`src/rtl/data_pair_id_alloc_pkg.sv`:
```
// data_pair_id_alloc_pkg
// Shared types for the key-to-ID allocator: the allocator FSM state.
package data_pair_id_alloc_pkg;

  typedef enum logic [1:0] {
    ST_IDLE = 2'd0,
    ST_RESP = 2'd1,
    ST_DEL  = 2'd2
  } alloc_state_t;

endpackage

```
`src/rtl/data_pair_id_alloc_if.sv`:
```
// data_pair_id_alloc_if
// Bundles every handshake of the allocator.
//   req  : key request in        (req_valid/req_ready/req_data)
//   rsp  : ID response out       (rsp_valid/rsp_ready/rsp_data/rsp_hit/rsp_err)
//   pair : new {key,id} binding  (pair_valid/pair_ready/pair_data)
//   rel  : ID release in         (rel_valid/rel_ready/rel_data, rel_err pulse)
//   del  : delete toward the map (del_valid/del_ready/del_data)
//   used : bound slot count
// slave = allocator side, master = client/map side.
interface data_pair_id_alloc_if #(
  parameter int unsigned ISIZE = 8,
  parameter int unsigned OSIZE = 3,
  parameter int unsigned NUM   = 8
);
  import data_pair_id_alloc_pkg::*;

  logic                      req_valid;
  logic                      req_ready;
  logic [ISIZE-1:0]          req_data;
  logic                      rsp_valid;
  logic                      rsp_ready;
  logic [OSIZE-1:0]          rsp_data;
  logic                      rsp_hit;
  logic                      rsp_err;
  logic                      pair_valid;
  logic                      pair_ready;
  logic [ISIZE+OSIZE-1:0]    pair_data;
  logic                      rel_valid;
  logic                      rel_ready;
  logic [OSIZE-1:0]          rel_data;
  logic                      del_valid;
  logic                      del_ready;
  logic [OSIZE-1:0]          del_data;
  logic                      rel_err;
  logic [$clog2(NUM+1)-1:0]  used;

  modport slave (
    input  req_valid, req_data, rsp_ready, pair_ready, rel_valid, rel_data, del_ready,
    output req_ready, rsp_valid, rsp_data, rsp_hit, rsp_err, pair_valid, pair_data,
           rel_ready, del_valid, del_data, rel_err, used
  );

  modport master (
    output req_valid, req_data, rsp_ready, pair_ready, rel_valid, rel_data, del_ready,
    input  req_ready, rsp_valid, rsp_data, rsp_hit, rsp_err, pair_valid, pair_data,
           rel_ready, del_valid, del_data, rel_err, used
  );

endinterface

```
`src/rtl/data_pair_id_alloc_first_free.sv`:
```
// data_pair_first_free
// Combinational lowest-zero finder over the slot valid vector.
//   vld      : slot occupied flags
//   idx      : index of the lowest free slot (0 when none)
//   any_free : at least one slot is free
module data_pair_first_free #(
  parameter int unsigned NUM = 8,
  parameter int unsigned IW  = $clog2(NUM)
) (
  input  logic [NUM-1:0] vld,
  output logic [IW-1:0]  idx,
  output logic           any_free
);

  always_comb begin
    idx      = '0;
    any_free = 1'b0;
    for (int unsigned i = 0; i < NUM; i++) begin
      if (!vld[i] && !any_free) begin
        idx      = IW'(i);
        any_free = 1'b1;
      end
    end
  end

endmodule

```
`src/rtl/data_pair_id_alloc.sv`:
```
// data_pair_id_alloc
// Key-to-ID allocator feeding a downstream pair map. A request returns the
// existing ID on a hit, else binds the lowest free slot and emits {key,id}
// on the pair channel. Releases free a slot and emit a delete.
//   clk  : rising-edge clock
//   rst  : asynchronous active-high reset
//   bus  : all handshakes (see data_pair_id_alloc_if)
module data_pair_id_alloc
  import data_pair_id_alloc_pkg::*;
#(
  parameter int unsigned ISIZE = 8,
  parameter int unsigned OSIZE = 3,
  parameter int unsigned NUM   = 8
) (
  input  logic                  clk,
  input  logic                  rst,
  data_pair_id_alloc_if.slave   bus
);

  localparam int unsigned UW = $clog2(NUM+1);

  alloc_state_t       state;
  logic [ISIZE-1:0]   key [NUM];
  logic [NUM-1:0]     vld;
  logic [UW-1:0]      used_q;

  logic               hit;
  logic [OSIZE-1:0]   hit_idx;
  logic [OSIZE-1:0]   free_idx;
  logic               any_free;
  logic               rel_ok;
  logic               rsp_done;
  logic               pair_done;

  data_pair_first_free #(.NUM(NUM), .IW(OSIZE)) u_first_free (
    .vld      (vld),
    .idx      (free_idx),
    .any_free (any_free)
  );

  // Only occupied slots take part in the lookup.
  always_comb begin
    hit     = 1'b0;
    hit_idx = '0;
    for (int unsigned i = 0; i < NUM; i++) begin
      if (vld[i] && key[i] == bus.req_data && !hit) begin
        hit     = 1'b1;
        hit_idx = OSIZE'(i);
      end
    end
  end

  always_comb begin
    rel_ok    = (32'(bus.rel_data) < NUM) && vld[bus.rel_data];
    // A channel counts as done if already idle or handshaking this cycle.
    rsp_done  = !bus.rsp_valid  || bus.rsp_ready;
    pair_done = !bus.pair_valid || bus.pair_ready;
  end

  assign bus.req_ready = (state == ST_IDLE);
  assign bus.rel_ready = (state == ST_IDLE) && !bus.req_valid;
  assign bus.used      = used_q;

  always_ff @(posedge clk or posedge rst) begin
    if (rst) begin
      state          <= ST_IDLE;
      vld            <= '0;
      for (int unsigned i = 0; i < NUM; i++) key[i] <= '0;
      used_q         <= '0;
      bus.rsp_valid  <= 1'b0;
      bus.rsp_data   <= '0;
      bus.rsp_hit    <= 1'b0;
      bus.rsp_err    <= 1'b0;
      bus.pair_valid <= 1'b0;
      bus.pair_data  <= '0;
      bus.del_valid  <= 1'b0;
      bus.del_data   <= '0;
      bus.rel_err    <= 1'b0;
    end else begin
      bus.rel_err <= 1'b0;
      case (state)
        ST_IDLE: begin
          if (bus.req_valid) begin
            bus.rsp_valid <= 1'b1;
            state         <= ST_RESP;
            if (hit) begin
              bus.rsp_data <= hit_idx;
              bus.rsp_hit  <= 1'b1;
              bus.rsp_err  <= 1'b0;
            end else if (any_free) begin
              key[free_idx]  <= bus.req_data;
              vld[free_idx]  <= 1'b1;
              used_q         <= used_q + UW'(1);
              bus.rsp_data   <= free_idx;
              bus.rsp_hit    <= 1'b0;
              bus.rsp_err    <= 1'b0;
              bus.pair_valid <= 1'b1;
              bus.pair_data  <= {bus.req_data, free_idx};
            end else begin
              bus.rsp_data <= '0;
              bus.rsp_hit  <= 1'b0;
              bus.rsp_err  <= 1'b1;
            end
          end else if (bus.rel_valid) begin
            if (rel_ok) begin
              vld[bus.rel_data] <= 1'b0;
              used_q            <= used_q - UW'(1);
              bus.del_valid     <= 1'b1;
              bus.del_data      <= bus.rel_data;
              state             <= ST_DEL;
            end else begin
              bus.rel_err <= 1'b1;
            end
          end
        end
        ST_RESP: begin
          if (bus.rsp_valid && bus.rsp_ready)   bus.rsp_valid  <= 1'b0;
          if (bus.pair_valid && bus.pair_ready) bus.pair_valid <= 1'b0;
          if (rsp_done && pair_done)            state          <= ST_IDLE;
        end
        ST_DEL: begin
          if (bus.del_ready) begin
            bus.del_valid <= 1'b0;
            state         <= ST_IDLE;
          end
        end
        default: state <= ST_IDLE;
      endcase
    end
  end

endmodule

```
`src/flat_wrapper.sv`:
```
// flat-port wrapper written by rule: the top's interface ports become plain ports
module data_pair_id_alloc_flat import data_pair_id_alloc_pkg::*;
#(
  parameter int unsigned ISIZE = 8,
  parameter int unsigned OSIZE = 3,
  parameter int unsigned NUM   = 8
)
  (clk, rst, bus_req_valid, bus_req_data, bus_rsp_ready, bus_pair_ready, bus_rel_valid, bus_rel_data, bus_del_ready, bus_req_ready, bus_rsp_valid, bus_rsp_data, bus_rsp_hit, bus_rsp_err, bus_pair_valid, bus_pair_data, bus_rel_ready, bus_del_valid, bus_del_data, bus_rel_err, bus_used);
  data_pair_id_alloc_if #(.ISIZE(ISIZE), .OSIZE(OSIZE), .NUM(NUM)) bus_i ();
  input  logic clk;
  input  logic rst;
  input wire logic [$bits(bus_i.req_valid)-1:0] bus_req_valid;
  input wire logic [$bits(bus_i.req_data)-1:0] bus_req_data;
  input wire logic [$bits(bus_i.rsp_ready)-1:0] bus_rsp_ready;
  input wire logic [$bits(bus_i.pair_ready)-1:0] bus_pair_ready;
  input wire logic [$bits(bus_i.rel_valid)-1:0] bus_rel_valid;
  input wire logic [$bits(bus_i.rel_data)-1:0] bus_rel_data;
  input wire logic [$bits(bus_i.del_ready)-1:0] bus_del_ready;
  output wire logic [$bits(bus_i.req_ready)-1:0] bus_req_ready;
  output wire logic [$bits(bus_i.rsp_valid)-1:0] bus_rsp_valid;
  output wire logic [$bits(bus_i.rsp_data)-1:0] bus_rsp_data;
  output wire logic [$bits(bus_i.rsp_hit)-1:0] bus_rsp_hit;
  output wire logic [$bits(bus_i.rsp_err)-1:0] bus_rsp_err;
  output wire logic [$bits(bus_i.pair_valid)-1:0] bus_pair_valid;
  output wire logic [$bits(bus_i.pair_data)-1:0] bus_pair_data;
  output wire logic [$bits(bus_i.rel_ready)-1:0] bus_rel_ready;
  output wire logic [$bits(bus_i.del_valid)-1:0] bus_del_valid;
  output wire logic [$bits(bus_i.del_data)-1:0] bus_del_data;
  output wire logic [$bits(bus_i.rel_err)-1:0] bus_rel_err;
  output wire logic [$bits(bus_i.used)-1:0] bus_used;
  assign bus_i.req_valid = bus_req_valid;
  assign bus_i.req_data = bus_req_data;
  assign bus_i.rsp_ready = bus_rsp_ready;
  assign bus_i.pair_ready = bus_pair_ready;
  assign bus_i.rel_valid = bus_rel_valid;
  assign bus_i.rel_data = bus_rel_data;
  assign bus_i.del_ready = bus_del_ready;
  assign bus_req_ready = bus_i.req_ready;
  assign bus_rsp_valid = bus_i.rsp_valid;
  assign bus_rsp_data = bus_i.rsp_data;
  assign bus_rsp_hit = bus_i.rsp_hit;
  assign bus_rsp_err = bus_i.rsp_err;
  assign bus_pair_valid = bus_i.pair_valid;
  assign bus_pair_data = bus_i.pair_data;
  assign bus_rel_ready = bus_i.rel_ready;
  assign bus_del_valid = bus_i.del_valid;
  assign bus_del_data = bus_i.del_data;
  assign bus_rel_err = bus_i.rel_err;
  assign bus_used = bus_i.used;
  data_pair_id_alloc #(.ISIZE(ISIZE), .OSIZE(OSIZE), .NUM(NUM)) u_core (.clk(clk), .rst(rst), .bus(bus_i));
endmodule
```
`config.mk`:
```
export PLATFORM = sky130hd
export DESIGN_NAME = data_pair_id_alloc_flat
export DESIGN_NICKNAME = d
export VERILOG_FILES = /design/src/rtl/data_pair_id_alloc_pkg.sv /design/src/rtl/data_pair_id_alloc_if.sv /design/src/rtl/data_pair_id_alloc_first_free.sv /design/src/rtl/data_pair_id_alloc.sv /design/src/flat_wrapper.sv
export SDC_FILE = /design/constraint.sdc
export NUM_CORES = 1
export LEC_CHECK = 0
export CAP_MARGIN = 10
export CELL_PAD_IN_SITES_DETAIL_PLACEMENT = 2
export CELL_PAD_IN_SITES_GLOBAL_PLACEMENT = 2
export CORE_UTILIZATION = 40
export CTS_BUF_LIST = sky130_fd_sc_hd__clkbuf_2
export DETAILED_ROUTE_END_ITERATION = 12
export PLACE_DENSITY = 0.87
export SLEW_MARGIN = 40
export SYNTH_ARGS = -nofsm -noshare
export SYNTH_HDL_FRONTEND = slang
export SYNTH_SLANG_ARGS = --single-unit
```
`constraint.sdc`:
```
create_clock -name clk -period 4.2 [get_ports clk]
set_input_delay 0.63 -clock clk [delete_from_list [all_inputs] [get_ports clk]]
set_output_delay 0.63 -clock clk [all_outputs]
set_load 0.1 [all_outputs]
```
# Yosys cells after proc, flatten, opt, wreduce, memory -nomap -nowiden
# Index checks and enable logic that the tools add are counted.
dict set report word_totals {
  regBits 101
  input_bits 18
  out_inout_bits 29
  elab_cells 202
}
dict set report classes {
  n_addsub 2
  n_lt_le_gt_ge 6
  n_eq_ne 24
  muxes 77
  n_bitwise 6
  reduce_logical 67
}
# cell count
set op_table {}
lappend op_table {{64-bit bitwise mux} 1}
lappend op_table {{8-bit == test} 8}
lappend op_table {{8-bit 2-to-1 mux} 6}
lappend op_table {{1-bit 2-to-1 mux} 38}
lappend op_table {{3-bit 2-to-1 mux} 11}
lappend op_table {{1-bit logical AND} 29}
lappend op_table {{8-bit demux with 3-bit select} 1}
lappend op_table {{1-bit zero test} 23}
lappend op_table {{4-bit 2-to-1 mux} 5}
lappend op_table {{2-bit 2-to-1 mux} 8}
lappend op_table {{5-bit AND reduction} 3}
lappend op_table {{2-bit by 1-bit inequality test with 1-bit output, second input constant} 6}
lappend op_table {{2-bit inequality test, second input constant} 6}
lappend op_table {{4-bit AND reduction} 3}
lappend op_table {{8-bit AND} 1}
lappend op_table {{3-bit by 4-bit less-than comparator with 1-bit output, second input constant} 2}
lappend op_table {{8-bit inverter} 1}
lappend op_table {{8-bit bitwise OR} 1}
lappend op_table {{2-bit nonzero test} 4}
lappend op_table {{1-bit demux with 3-bit select} 2}
lappend op_table {{3-bit by 1-bit >= comparator with 1-bit output, second input constant} 2}
lappend op_table {{1-bit case mux with 2 select lines} 3}
lappend op_table {{2-bit case mux with 3 select lines} 1}
lappend op_table {{4-bit by 1-bit adder with 4-bit output, second input constant} 1}
lappend op_table {{other kinds (14)} 16}

# Longest topological paths before layout
dict set report logic_depth {
  ltp_word 29
  ltp_mapped 11
  mapped_depth_nobuf 7
}

# Hierarchy
# A second synthesis with hierarchy kept.
dict set report unflattened {
  cells_unflattened 444
  area_unflattened_um2 5363.9
}
# module instances cells_each area_per_inst_um2 seq_area_each_um2
set modules_own_cells {}
lappend modules_own_cells {data_pair_id_alloc 1 429 5286.3 2527.4}
lappend modules_own_cells {data_pair_first_free 1 15 77.6 0.0}

# Worst setup path before layout
# No wires, ideal clock.
dict set report synth_path {
  path_kind {input -> register}
  startpoint {input port bus_req_valid}
  endpoint {register u_core.used_q[1] (netlist: u_core.bus.used[1])}
  setup_ns 0.126
  arrival_time_ns 4.414
  required_ns 4.074
  path_slack_ns -0.340
  stages 8
  path_buffers 1
  cell_sequence {clkbuf_1 -> nor3_1 -> inv_1 -> a311oi_1 -> o311ai_0 -> nand3_1 -> and2_1 -> mux2_2}
}
dict set report synth_via {
  elab_chain_cells 2
  word_cells_on_any_way 6
  classes_between {eq/ne (2); mux (1); reduce/logical (3)}
}
# element line_no
set synth_rtl {}
lappend synth_rtl {{from (decl)} flat_wrapper.sv:12} ;# input wire logic [$bits(bus_i.req_valid)-1:0] bus_req_valid;
lappend synth_rtl {{2-bit inequality test (no source line) (tied with other cells)} -}
lappend synth_rtl {{5-bit AND reduction (no source line)} -}
lappend synth_rtl {{to (signal assigned)} data_pair_id_alloc.sv:93} ;# used_q <= used_q + UW'(1);
lappend synth_rtl {{to (signal assigned)} data_pair_id_alloc.sv:107} ;# used_q <= used_q - UW'(1);
lappend synth_rtl {{to (decl)} data_pair_id_alloc.sv:25} ;# logic [UW-1:0] used_q;
# Several ways; a longest one is shown, not always the timed one.
# A chain may end at the register's enable or synchronous reset.

# Worst setup path in the final report
dict set report layout_path {
  startpoint {input port bus_req_data[1]}
  endpoint {register u_core.key[35] in the netlist's numbering}
}
dict set report layout_via {
  elab_chain_cells 26
  word_cells_on_any_way 40
  classes_between {eq/ne (8); mux (8); bitwise (1); reduce/logical (23)}
}
# element line_no
set layout_rtl {}
lappend layout_rtl {{from (decl)} flat_wrapper.sv:13} ;# input wire logic [$bits(bus_i.req_data)-1:0] bus_req_data;
lappend layout_rtl {{8-bit == test} data_pair_id_alloc.sv:46} ;# if (vld[i] && key[i] == bus.req_data && !hit) begin
lappend layout_rtl {{1-bit logical AND} data_pair_id_alloc.sv:46}
lappend layout_rtl {{1-bit 2-to-1 mux} data_pair_id_alloc.sv:46}
lappend layout_rtl {{1-bit zero test} data_pair_id_alloc.sv:46}
lappend layout_rtl {{1-bit logical AND} data_pair_id_alloc.sv:46}
lappend layout_rtl {{1-bit 2-to-1 mux} data_pair_id_alloc.sv:46}
lappend layout_rtl {{1-bit zero test} data_pair_id_alloc.sv:46}
lappend layout_rtl {{1-bit logical AND} data_pair_id_alloc.sv:46}
lappend layout_rtl {{[10 not listed]} -}
lappend layout_rtl {{1-bit zero test} data_pair_id_alloc.sv:46}
lappend layout_rtl {{1-bit logical AND} data_pair_id_alloc.sv:46}
lappend layout_rtl {{1-bit 2-to-1 mux} data_pair_id_alloc.sv:46}
lappend layout_rtl {{1-bit zero test} data_pair_id_alloc.sv:46}
lappend layout_rtl {{1-bit logical AND} data_pair_id_alloc.sv:46}
lappend layout_rtl {{1-bit 2-to-1 mux *} data_pair_id_alloc.sv:46}
lappend layout_rtl {{1-bit inverter (no source line) *} -}
lappend layout_rtl {{4-bit AND reduction (no source line) *} -}
lappend layout_rtl {{to (signal, indexed assignment)} data_pair_id_alloc.sv:91} ;# key[free_idx] <= bus.req_data;
lappend layout_rtl {{to (decl)} data_pair_id_alloc.sv:23} ;# logic [ISIZE-1:0] key [NUM];
# Mark *: on every way between the ends. The rest lies on a longest branch, timed or not.

==> results by group <==
Route
  • DRT iter0 DRCs: around 100
  • Met2 wire len: 7290 microns
  • Routed wl met3: 320 microns
  • DR vias: 3494
  • Antenna viol nets, final: 0
  • Wire per inst: approximately 21 microns
  • M1 wire length: between 5000 and 6000 microns
  • DR top layer: met4
  • Number of remaining DRC errors: 0
  • Vias per std cell: between 5 and 6
  • Total wire length: 13900 microns
  • DR pass1 iterations: 4

Critical path
  • Critical Path End: u_core.key[35]$_DFFE_PP0P_
  • Critical-path top delay cell: clkdlybuf4s50_1
  • Worst setup SP type: input pin
  • Worst flop-to-flop path startpoint: u_core.vld[6]$_DFFE_PP0P_
  • CP max FO: 12
  • CP Class: in2reg
  • Critical Path RT: 4720 ps
  • Worst r2r dst: u_core.vld[0]$_DFFE_PP0P_
  • Crit path from: bus_req_data[1]
  • Worst path depth: 9
  • R2R setup slack: 1370 ps
  • Cell breakdown of the critical path: clkdlybuf4s50_1 > xnor2_1 > nand2_1 > nor3_1 > or4_4 > nand4b_1 > buf_4 > nor2_2 > mux2_2
  • Worst Path Buf+Inv: 2
  • Critical path arrival: 3790 ps
  • Reg2Reg Depth: 5
  • CP peak stage delay: 870 ps
  • CP endpoint kind: flip-flop
  • Critical path's top delay family: simple AND/OR/NAND/NOR gates

Place
  • Buffers on Ports: 46
  • DPL Wire Length: 10500 microns
  • GPL Wtd Cong: ~0.8
  • Pre-CTS WS: 278 ps
  • Placed cell area: 0.00561 sq mm

Die
  • Boundary Pins: 47
  • Num rows: 40
  • Die Ht: 115 microns
  • Die span in x: 115 microns
  • Area of the core: 0.0122 sq mm
  • Initial Utilization: 0.418
  • Total die area: 0.0132 sq mm

Power
  • Peak supply drop: 429 uV
  • LEAKAGE: 2.50 nW
  • PD cells: 811 mW/mm^2

Timing
  • Max transition margin: 0.533
  • Setup TNS Final: 0 ps
  • Setup violators final: 0
  • Final hold violation count: 0
  • Least-Margin Pin Slew: 692 ps
  • Count of pins over their slew limit: 0
  • RSZ-0062 raised after global routing: false
  • Maximum clock frequency: 307 MHz
  • Final Skew: 30.9 ps
  • Period utilization: 0.777
  • Minimum clock period: 3260 ps
  • Post-route setup slack: 938 ps

Clock network
  • Clock-pin transition on the worst setup and hold timing paths: 260 ps
  • Clk_lat worst skew: between 600 and 700 ps
  • Number of hold buffers added after CTS: 0
  • Setup bufs post-CTS: 0
  • Htree depth: 3
  • Sinks on Clock Net: around 100
  • CTS tree: yes
  • TritonCTS Buffers: 9
  • Longest Clk Path Bufs: 2
  • PostCTS Resize Cnt: 0
  • Root Buffer: clkbuf_2

Global routing
  • Initial antenna violation count: 0
  • Wire length of the first global-routing pass: 22900 microns
  • Largest net degree at the start of global routing: 48
  • Overall Global Routing Usage: 0.235
  • Remaining Overflow, GRT: 0
  • Vias in the first global route: between 4k and 5k

Synthesis
  • Post-synth top area cell: dfrtp_1
  • Syn_area_per_cell: 11.7 sq um
  • Gate count of the mapped netlist: 437
  • Async set or reset register ratio after synthesis: 1.00
  • Post-synth net total: 458
  • EDFF count, synth: 0
  • Post-synth top area share: 0.495
  • Ys Warns: 0
  • Syn Std Cell Area: 0.00510 sq mm
  • Primary FF master, synth: dfrtp_1
  • Post-synthesis sequential area ratio: 0.495
  • Synth cell types: 50
  • Seq cells post-synth: 101
  • Synth top area cells: dfrtp_1, mux2_2, xnor2_1

Run status
  • Status: finished clean

Layout
  • Number of fill cells: 1303
  • Ant diodes: 0
  • Fin area: ~0.0057 sq mm
  • Multi-input gate area: 0.00238 sq mm
  • Seq. cell area: 0.00253 sq mm
  • Leading cell type in the layout, fill and taps excluded: dfrtp_1
  • Layout cells sized above 1: 0.303
  • Layout Nets: about 500
  • Final core occ: 0.468
  • Most frequent cells in the layout: dfrtp_1, mux2_2, xnor2_1, nand2_1, buf_2
  • Layout Area Growth over Synthesis: 12.1%

Worst hold path
  • Hold crit path type: in2async

Job
  • Maxcap violations: 0
cells in the mapped netlist (all sizes together), types with 3 or more instances:
library cell and count:
mux2 78, xnor2 52, nand2b 4, a21oi 10, nand2 31, xor2 16, o41ai 3, o31ai 4
inv 12, o21ai 9, clkbuf 10, nor2 14, and2 3, nor3 15, buf 19, nand3 10
nand4 11, o22ai 3, dfrtp 101, or3 4
area by class of cell:
class	instances	area share
clock buffers	10	0.00875
clock inverters	6	0.00941
multi-input cells	295	0.416
well taps	168	0.0368
flip-flops and latches	101	0.442
repair buffers	64	0.0792
inverters	12	0.00832
worst min-delay path by stage:
stage / start / end / cells after the start
final: rst / u_core.bus.del_data[0]$_DFFE_PP0P_ / 2
after global routing: rst / u_core.bus.used[3]$_DFFE_PP0P_ / 2
after CTS: rst / u_core.bus.del_data[0]$_DFFE_PP0P_ / 2
after detailed placement: u_core.bus.pair_data[1]$_DFFE_PP0P_ / u_core.bus.pair_data[1]$_DFFE_PP0P_ / 2
after global placement: u_core.bus.used[3]$_DFFE_PP0P_ / u_core.bus.used[3]$_DFFE_PP0P_ / 1
after floorplan: u_core.key[40]$_DFFE_PP0P_ / u_core.key[40]$_DFFE_PP0P_ / 1
power breakdown:
group / total [W] / switching, W / leakage, nW / internal (W)
logic: 0.00243 / 0.00166 / 1.17 / 0.000768
registers: 0.00175 / 0.000360 / 1.26 / 0.00139
clock network: 0.000462 / 0.000328 / 0.0729 / 0.000134
stage by stage:
step | total power (W) | std cells | hold slack [ps]
after CTS | 0.00469 | 656 | 387
after floorplan | 0.00363 | 437 | 486
after global placement | 0.00417 | 640 | 460
final | 0.00464 | 656 | 392
after detailed placement | 0.00423 | 640 | 482
after global routing | 0.00489 | 656 | 419
sequential cells by signal, summed over array words and instances (netlist names):
signal / count
u_core.bus.pair_data: 11
u_core.vld: 8
u_core.bus.rsp_hit: 1
u_core.bus.rsp_valid: 1
u_core.bus.used: 4
u_core.bus.del_data: 3
u_core.state: 2
u_core.bus.rsp_data: 3
u_core.key: 64
u_core.bus.pair_valid: 1
u_core.bus.rsp_err: 1
u_core.bus.rel_err: 1
u_core.bus.del_valid: 1
cell families (layout without fill, tap and decap cells):
kind of cell               after synthesis  count (layout)  synth area share
and+or+nand+nor                        100             100             0.107
muxes                                   79              79             0.174
xor gates and xnor gates                68              68             0.117
AOI/OAI and AO/OA                       45              45            0.0581
buffers and inverters                   41              92            0.0400
DFF                                    101             101             0.495
adders and majority gates                3               3           0.00883
per-layer routing:
metal / GRT usage / vias up
met5: 0 / -
met4: 0.0952 / 0
met3: 0.0327 / 24
met2: 0.416 / 55
met1: 0.287 / 1821
li1: - / 1594
Note: power is estimated with default switching activity, not from simulation.
